[src/rtl/inst_mem_loader_if.sv]
// Byte-stream input and instruction-memory write port of the boot loader.
// master = byte source / memory side, slave = the loader.
interface inst_mem_loader_if #(
    parameter int unsigned AW = 6
);
    logic          byte_valid;
    logic [7:0]    byte_data;
    logic          byte_ready;
    logic          mem_we;
    logic [AW-1:0] mem_wa;
    logic [31:0]   mem_wd;

    modport master (
        output byte_valid, byte_data,
        input  byte_ready, mem_we, mem_wa, mem_wd
    );

    modport slave (
        input  byte_valid, byte_data,
        output byte_ready, mem_we, mem_wa, mem_wd
    );
endinterface

[src/rtl/inst_mem_loader.sv]
// Boot-time loader: assembles big-endian words from a byte stream, writes them
// into instruction memory and holds the MIPS core in reset until the image is complete.
module inst_mem_loader #(
    parameter int unsigned DEPTH = 64,
    parameter int unsigned AW    = 6
) (
    input  logic              clk,
    input  logic              rst,
    input  logic              start,
    input  logic [AW:0]       load_len,
    inst_mem_loader_if.slave  bus,
    output logic              core_rst,
    output logic              busy,
    output logic              done,
    output logic              error
);

    typedef enum logic [1:0] {
        ST_IDLE,
        ST_RECV,
        ST_WRITE,
        ST_DONE
    } state_t;

    localparam logic [AW:0] DEPTH_W = (AW + 1)'(DEPTH);
    localparam logic [AW:0] ONE_W   = (AW + 1)'(1);

    state_t        state_q, state_d;
    logic [AW:0]   len_q, len_d;
    logic [AW:0]   word_idx_q, word_idx_d;
    logic [1:0]    byte_idx_q, byte_idx_d;
    logic [31:0]   asm_q, asm_d;
    logic          mem_we_q, mem_we_d;
    logic [AW-1:0] mem_wa_q, mem_wa_d;
    logic [31:0]   mem_wd_q, mem_wd_d;
    logic          core_rst_q, core_rst_d;
    logic          busy_q, busy_d;
    logic          done_q, done_d;
    logic          error_q, error_d;

    logic start_legal;
    logic byte_accept;
    logic last_word;

    assign start_legal = (load_len != '0) && (load_len <= DEPTH_W);
    assign byte_accept = bus.byte_valid && (state_q == ST_RECV);
    assign last_word   = (word_idx_q == (len_q - ONE_W));

    always_comb begin
        state_d    = state_q;
        len_d      = len_q;
        word_idx_d = word_idx_q;
        byte_idx_d = byte_idx_q;
        asm_d      = asm_q;
        mem_we_d   = 1'b0;
        mem_wa_d   = mem_wa_q;
        mem_wd_d   = mem_wd_q;
        core_rst_d = core_rst_q;
        busy_d     = busy_q;
        done_d     = done_q;
        error_d    = error_q;

        case (state_q)
            // IDLE and DONE share start handling; only core_rst differs, and it
            // is driven high on a legal start in both cases.
            ST_IDLE, ST_DONE: begin
                if (start) begin
                    if (start_legal) begin
                        len_d      = load_len;
                        word_idx_d = '0;
                        byte_idx_d = '0;
                        done_d     = 1'b0;
                        error_d    = 1'b0;
                        busy_d     = 1'b1;
                        core_rst_d = 1'b1;
                        state_d    = ST_RECV;
                    end else begin
                        error_d = 1'b1;
                    end
                end
            end

            ST_RECV: begin
                if (byte_accept) begin
                    case (byte_idx_q)
                        2'd0:    asm_d[31:24] = bus.byte_data;
                        2'd1:    asm_d[23:16] = bus.byte_data;
                        2'd2:    asm_d[15:8]  = bus.byte_data;
                        default: asm_d[7:0]   = bus.byte_data;
                    endcase
                    byte_idx_d = byte_idx_q + 2'd1;
                    // Write port is registered, so it is loaded as the 4th byte lands.
                    if (byte_idx_q == 2'd3) begin
                        mem_we_d = 1'b1;
                        mem_wa_d = word_idx_q[AW-1:0];
                        mem_wd_d = {asm_q[31:8], bus.byte_data};
                        state_d  = ST_WRITE;
                    end
                end
            end

            ST_WRITE: begin
                if (last_word) begin
                    busy_d     = 1'b0;
                    done_d     = 1'b1;
                    core_rst_d = 1'b0;
                    state_d    = ST_DONE;
                end else begin
                    word_idx_d = word_idx_q + ONE_W;
                    state_d    = ST_RECV;
                end
            end

            default: state_d = ST_IDLE;
        endcase
    end

    always_ff @(posedge clk) begin
        if (rst) begin
            state_q    <= ST_IDLE;
            len_q      <= '0;
            word_idx_q <= '0;
            byte_idx_q <= '0;
            asm_q      <= '0;
            mem_we_q   <= 1'b0;
            mem_wa_q   <= '0;
            mem_wd_q   <= '0;
            core_rst_q <= 1'b1;
            busy_q     <= 1'b0;
            done_q     <= 1'b0;
            error_q    <= 1'b0;
        end else begin
            state_q    <= state_d;
            len_q      <= len_d;
            word_idx_q <= word_idx_d;
            byte_idx_q <= byte_idx_d;
            asm_q      <= asm_d;
            mem_we_q   <= mem_we_d;
            mem_wa_q   <= mem_wa_d;
            mem_wd_q   <= mem_wd_d;
            core_rst_q <= core_rst_d;
            busy_q     <= busy_d;
            done_q     <= done_d;
            error_q    <= error_d;
        end
    end

    assign bus.byte_ready = (state_q == ST_RECV);
    assign bus.mem_we     = mem_we_q;
    assign bus.mem_wa     = mem_wa_q;
    assign bus.mem_wd     = mem_wd_q;
    assign core_rst       = core_rst_q;
    assign busy           = busy_q;
    assign done           = done_q;
    assign error          = error_q;

endmodule

[src/flat_wrapper.sv]
// flat-port wrapper written by rule: the top's interface ports become plain ports
module inst_mem_loader_flat 
#(
    parameter int unsigned DEPTH = 64,
    parameter int unsigned AW    = 6
)
  (clk, rst, start, load_len, core_rst, busy, done, error, bus_byte_valid, bus_byte_data, bus_byte_ready, bus_mem_we, bus_mem_wa, bus_mem_wd);
  inst_mem_loader_if #(.AW(AW)) bus_i ();
  input  logic clk;
  input  logic rst;
  input  logic start;
  input  logic [AW:0] load_len;
  output logic core_rst;
  output logic busy;
  output logic done;
  output logic error;
  input wire logic [$bits(bus_i.byte_valid)-1:0] bus_byte_valid;
  input wire logic [$bits(bus_i.byte_data)-1:0] bus_byte_data;
  output wire logic [$bits(bus_i.byte_ready)-1:0] bus_byte_ready;
  output wire logic [$bits(bus_i.mem_we)-1:0] bus_mem_we;
  output wire logic [$bits(bus_i.mem_wa)-1:0] bus_mem_wa;
  output wire logic [$bits(bus_i.mem_wd)-1:0] bus_mem_wd;
  assign bus_i.byte_valid = bus_byte_valid;
  assign bus_i.byte_data = bus_byte_data;
  assign bus_byte_ready = bus_i.byte_ready;
  assign bus_mem_we = bus_i.mem_we;
  assign bus_mem_wa = bus_i.mem_wa;
  assign bus_mem_wd = bus_i.mem_wd;
  inst_mem_loader #(.DEPTH(DEPTH), .AW(AW)) u_core (.clk(clk), .rst(rst), .start(start), .load_len(load_len), .bus(bus_i), .core_rst(core_rst), .busy(busy), .done(done), .error(error));
endmodule
[config.mk]
export PLATFORM = sky130hd
export DESIGN_NAME = inst_mem_loader_flat
export DESIGN_NICKNAME = d
export VERILOG_FILES = /design/src/rtl/inst_mem_loader_if.sv /design/src/rtl/inst_mem_loader.sv /design/src/flat_wrapper.sv
export SDC_FILE = /design/constraint.sdc
export NUM_CORES = 1
export LEC_CHECK = 0
export ABC_AREA = 1
export CORE_MARGIN = 2
export CORE_UTILIZATION = 35
export CTS_CLUSTER_SIZE = 20
export DETAILED_ROUTE_END_ITERATION = 8
export GPL_ROUTABILITY_DRIVEN = 0
export HOLD_SLACK_MARGIN = 0.15
export SETUP_SLACK_MARGIN = 0.05
export SYNTH_ARGS = -nofsm -noshare
export SYNTH_HDL_FRONTEND = slang
export SYNTH_SLANG_ARGS = --single-unit
[constraint.sdc]
create_clock -name clk -period 2.8 [get_ports clk]
set_input_delay 0.56 -clock clk [delete_from_list [all_inputs] [get_ports clk]]
set_output_delay 0.56 -clock clk [all_outputs]
set_load 0.01 [all_outputs]
==> results.toml, run 1 <==
[critical_path]
crit_family = "buffers and inverters"
crit_type = "flop to output pin"
cpMaxStageDelayCell = "clkdlybuf4s50_1"
reg2reg_depth = 13
crit-reg2reg-launch = "u_core.len_q[0]"
r2r_end = "u_core.word_idx_q[1]"
start_kind = "flop"
path_cells = "inv_1 -> ha_1 -> clkdlybuf4s50_1"
crit_buf_inv = 2
cp.depth = 3
crit_fanout = 8
crit_path_max_incr_delay_ns = 0.61
reg2reg_slack_ns = 0.85
startpoint = "u_core.state_q[1]"
endpoint = "bus_byte_ready"
endpoint_kind = "output pin"
required_ns = 2.24
arrival_ns = 1.71

[global_route]
overflow = 0
grt_start_max_net_pins = 60
first_global_vias = 3066
antenna_found_initial = 0
track_usage_pct = 16.31
grt_pass1_wl_um = 15010

[layout]
drive_gt1_share_pct = 7.650
multiInputGateArea_um2 = 1748
register_area_um2 = 1702
diodes = 0
fill_cells = 1033
stdcell_area_um2 = 4609
final_net_count = 572
area_growth_pct = 25.05
final_core_util_pct = 44.85

[timing]
hold_viol = 0
rsz0062_at_grt = "no"
worst_pin_slew_ns = 0.7488
max_freq_mhz = 439.6
fin_tns_setup_ns = 0
relSlewSlack_pct = 50.08
period_minus_slack_ns = 2.275
drv_slew = 0
setup_viol = 0
post-route-worst-setup-slack_ns = 0.5254
clock-skew-final_ns = 0.01434
fin_crit_sh_pct = 81.24

[drt]
drtIter0Drc = 220
post_drt_wl_per_cell_um = 12.75
wl_um = 8733
routed-via-count = 3308
drt_pass1_iterations = 4
vias_per_cell = 4.829
drcViolationCount = 0
ant_nets = 0

[synthesis]
syn-mean-instance-area_um2 = 7.477
syn-cell-area_um2 = 3686
synthCells = 493
ys_ff_latch = 85
yosysWarnings = 0
yosys.cell_types.count = 27
synth_seq_area_share_pct = 46.16
syn_nets = 521

[job]
drv_cap = 0

[cts]
cts-resized-gates = 0
cts_inserted_buffers = 9
cts_tree = "built"
clk_pin_slew_ns = 0.09
postCtsSetupBuffers = 0
cts-htree-levels = 3
cts.sinks = 85
cts_hold_buf = 0
insertion_delay_ns = 0.36
ctsLongestPathBuffers = 2
cts-root-buf = "clkbuf_8"

[floorplanning]
die_w_um = 106.6
die_h_um = 106.6
start_util_pct = 35.87
io_pins = 63
core_um2 = 10280
rows = 37
dieArea_um2 = 11370

[run_status]
status = "complete, no violations"

[power]
leakage_nw = 1.635
ir_worst_vdd_uv = 289.6
powerDensity_nw_per_um2 = 578.9

[worst_hold_path]
min_path_type = "flop to flop"

[placed_design]
io_buffers = 62
placed_area_um2 = 4404
place_hpwl_um = 6194
pre_cts_slack_ns = 0.5824
## how the worst min path moves through the flow
stage                     startpoint          endpoint  slack, ns  depth (start not counted)
floorplan           u_core.asm_q[27]  u_core.asm_q[27]       0.44                          2
global placement         u_core.done       u_core.done       0.44                          2
detailed placement       u_core.done       u_core.done       0.44                          2
CTS                      u_core.done       u_core.done       0.46                          2
global route        u_core.asm_q[14]  u_core.asm_q[14]       0.49                          2
finish                   u_core.done       u_core.done       0.45                          2
## kinds of logic (layout without fill, tap and decap cells)
family	after synthesis	in the layout	share of synthesized area, %
xor gates and xnor gates	8	8	1.901
buffers and inverters	58	114	6.415
adders and majority gates	9	9	3.055
and+or+nand+nor	242	242	29.63
DFF	85	85	46.16
AOI/OAI and AO/OA	91	91	12.83
## worst min-delay path, delay by kind of cell (launching register included)
| family | cells | cell delay [ns] |
|---|---|---|
| AO/OA/AOI/OAI | 1 | 0.05 |
| flip-flops | 1 | 0.32 |
| buffers and inverters | 1 | 0.05 |
## report_power, final
group / internal [mW] / switching [mW] / total [mW]
clock network: 0.354 / 0.507 / 0.861
logic: 0.187 / 0.318 / 0.506
registers: 1.26 / 0.0421 / 1.30
## cell type report
class                      count  share of cell area [%]
clock buffer                   9                   2.687
clock inverter                 7                   1.764
inverter                      27                   2.199
multi-input combinational    350                   37.92
sequential                    85                   36.92
tap                          136                   3.692
timing repair buffer          71                   14.82
## cells in the mapped netlist (all sizes together)
cell	number	area, um2
inv	26	97.59
nor2	24	107.6
nand3	87	450.4
xor2	4	35.03
clkinv	1	3.750
nand2	124	483.0
o21bai	1	7.510
buf	13	67.56
nor3b	3	22.52
a21oi	82	421.7
ha	9	112.6
o21ai	8	43.79
clkbuf	18	67.56
dfxtp	85	1702
nor3	1	10.01
or2	3	18.77
xnor2	4	35.03
## registers in the layout, summed over array words and instances, names as in the netlist, 2 cells and up
signal	flops
u_core.asm_q	24
u_core.state_q	2
u_core.word_idx_q	7
u_core.len_q	7
u_core.byte_idx_q	2
u_core.bus.mem_wa	6
u_core.bus.mem_wd	32
## stage by stage
step	hold slack (ns)	power [mW]	instances
floorplan	0.4415	1.682	493
global placement	0.4403	1.826	669
detailed placement	0.4401	1.836	669
CTS	0.4567	2.695	685
global route	0.4860	2.835	685
finish	0.4539	2.668	685
## per-layer routing
layer	part of all wire, %	vias to the layer above	global-route usage, %
met5	0	-	0
met4	1.0	0	6.122
met3	5.7	8	3.283
met2	46	79	25.11
met1	47	1493	22.55
li1	-	1728	-
## cells in the final DEF (no fill, tap or decap), drive strengths merged, types with 8 or more instances in the layout
cell             n
ha               9
o21ai            8
clkdlybuf4s50   61
inv             28
nand2          124
dfxtp           85
buf             10
nor2            24
nand3           87
clkbuf           9
a21oi           82
(Power assumes the default switching activity.)
==> run 2, diff against run 1 <==
clock period = 2.2 ns   (was 2.8 ns; I/O delays follow)
==> run 2 against run 1 <==
Compared with the run above:
- design area grew 0.27%
- global-route usage grew 0.48 points
- setup slack lost 0.35 ns
==> results.toml, run 2 (synthesis results as in run 1) <==
[critical_path]
endpoint_kind = "output pin"
start_kind = "flop"
arrival_ns = 1.58
path_cells = "inv_1 -> ha_2 -> clkdlybuf4s50_1"
reg2reg_depth = 13
crit_path_max_incr_delay_ns = 0.56
required_ns = 1.76
cpMaxStageDelayCell = "clkdlybuf4s50_1"
crit_type = "flop to output pin"
crit_fanout = 8

[timing]
relSlewSlack_pct = 63.19
clock-skew-final_ns = 0.01201
drv_slew = 0
hold_viol = 0
max_freq_mhz = 493.9
period_minus_slack_ns = 2.025
fin_crit_sh_pct = 92.02
setup_viol = 0
rsz0062_at_grt = "no"
worst_pin_slew_ns = 0.5521
hold_ws_ns = 0.4658
fin_tns_setup_ns = 0

[floorplanning]
start_util_pct = 35.87
io_pins = 63
core_um2 = 10280
rows = 37
die_h_um = 106.6
dieArea_um2 = 11370
die_w_um = 106.6

[drt]
post_drt_wl_per_cell_um = 13.18
vias_per_cell = 4.896
drt_pass1_iterations = 4
drtIter0Drc = 132
ant_nets = 0
wl_um = 9015
routed-via-count = 3349
drcViolationCount = 0

[cts]
cts_tree = "built"
insertion_delay_ns = 0.37
cts.sinks = 85
postCtsSetupBuffers = 0
cts_inserted_buffers = 9
clk_pin_slew_ns = 0.10
cts-root-buf = "clkbuf_8"
cts-htree-levels = 3
ctsLongestPathBuffers = 2

[global_route]
grt_pass1_wl_um = 15370
overflow = 0
antenna_found_initial = 0
first_global_vias = 3202
track_usage_pct = 16.78
grt_start_max_net_pins = 56

[layout]
final_net_count = 571
area_growth_pct = 25.39
mostFrequentLayoutCell = "nand2_1"
fill_cells = 1061
diodes = 0
layout_common_cells = "121 x nand2_1, 85 x dfxtp_1, 84 x nand3_1"
multiInputGateArea_um2 = 1750
drive_gt1_share_pct = 7.664
largest_register_ff_count = 32
register_area_um2 = 1702

[power]
ir_worst_vdd_uv = 457.3
p_total_mw = 3.421
powerDensity_nw_per_um2 = 740.2
leakage_nw = 1.634

[worst_hold_path]
worst_hold_path.num_cells = 2
min_path_type = "flop to flop"

[placed_design]
io_buffers = 62
place_hpwl_um = 6279

[job]
drv_cap = 0

[run_status]
status = "complete, no violations"
## run 2: critical path: cells and delay by family, from the launching register on
kind	cells	cell delay [ns]
buffers and inverters	2	0.64
adders and majority gates	1	0.25
DFF	1	0.33
## run 2: worst paths after layout
check,startpoint,slack (ns),endpoint
worst min-delay path,u_core.bus.mem_wd[4],0.47,u_core.bus.mem_wd[4]
worst max register to register,u_core.len_q[0],0.28,u_core.word_idx_q[1]
worst max-delay path,u_core.state_q[1],0.18,bus_byte_ready
worst min register to register,u_core.bus.mem_wd[4],0.47,u_core.bus.mem_wd[4]
## run 2: area by class of cell
class	count	share of cell area [%]
well taps	136	3.682
repair buffers	70	15.16
clock buffers	9	2.680
clock inverters	7	1.597
multi-input cells	350	37.87
inverters	27	2.193
flip-flops and latches	85	36.82
## run 2: timing repair
item / in CTS / in global routing
resized for setup: 0 / 1
hold buffers: 0 / 0
setup endpoints to repair: 0 / 1
## run 2: metrics by stage
| step | setup WS, ns | instance area (um2) | util [%] | std cells |
|---|---|---|---|---|
| 2_1_floorplan | 0.5339 | 3686 | - | 493 |
| 3_3_place_gp | 0.1965 | 4422 | 43.02 | 668 |
| 3_5_place_dp | 0.1556 | 4422 | 43.02 | 668 |
| 4_1_cts | 0.07375 | 4619 | 44.95 | 684 |
| 5_1_grt | 0.07658 | 4622 | 44.97 | 684 |
| 6_report | 0.1755 | 4622 | 44.97 | 684 |
## run 2: where the power goes
part	internal, mW	total [mW]	switching (mW)	leakage (nW)
Clock	0.454	1.11	0.655	0.103
Combinational	0.242	0.655	0.413	0.843
Sequential	1.60	1.66	0.0545	0.688
Total	2.30	3.42	1.12	1.63
## run 2: per-layer routing
layer	wire length, um	GRT usage (%)	vias to the layer above
met2	4177	27.16	71
met1	4332	22.10	1540
met3	382	3.830	11
met5	0	0	-
met4	124	5.659	0
li1	-	-	1727
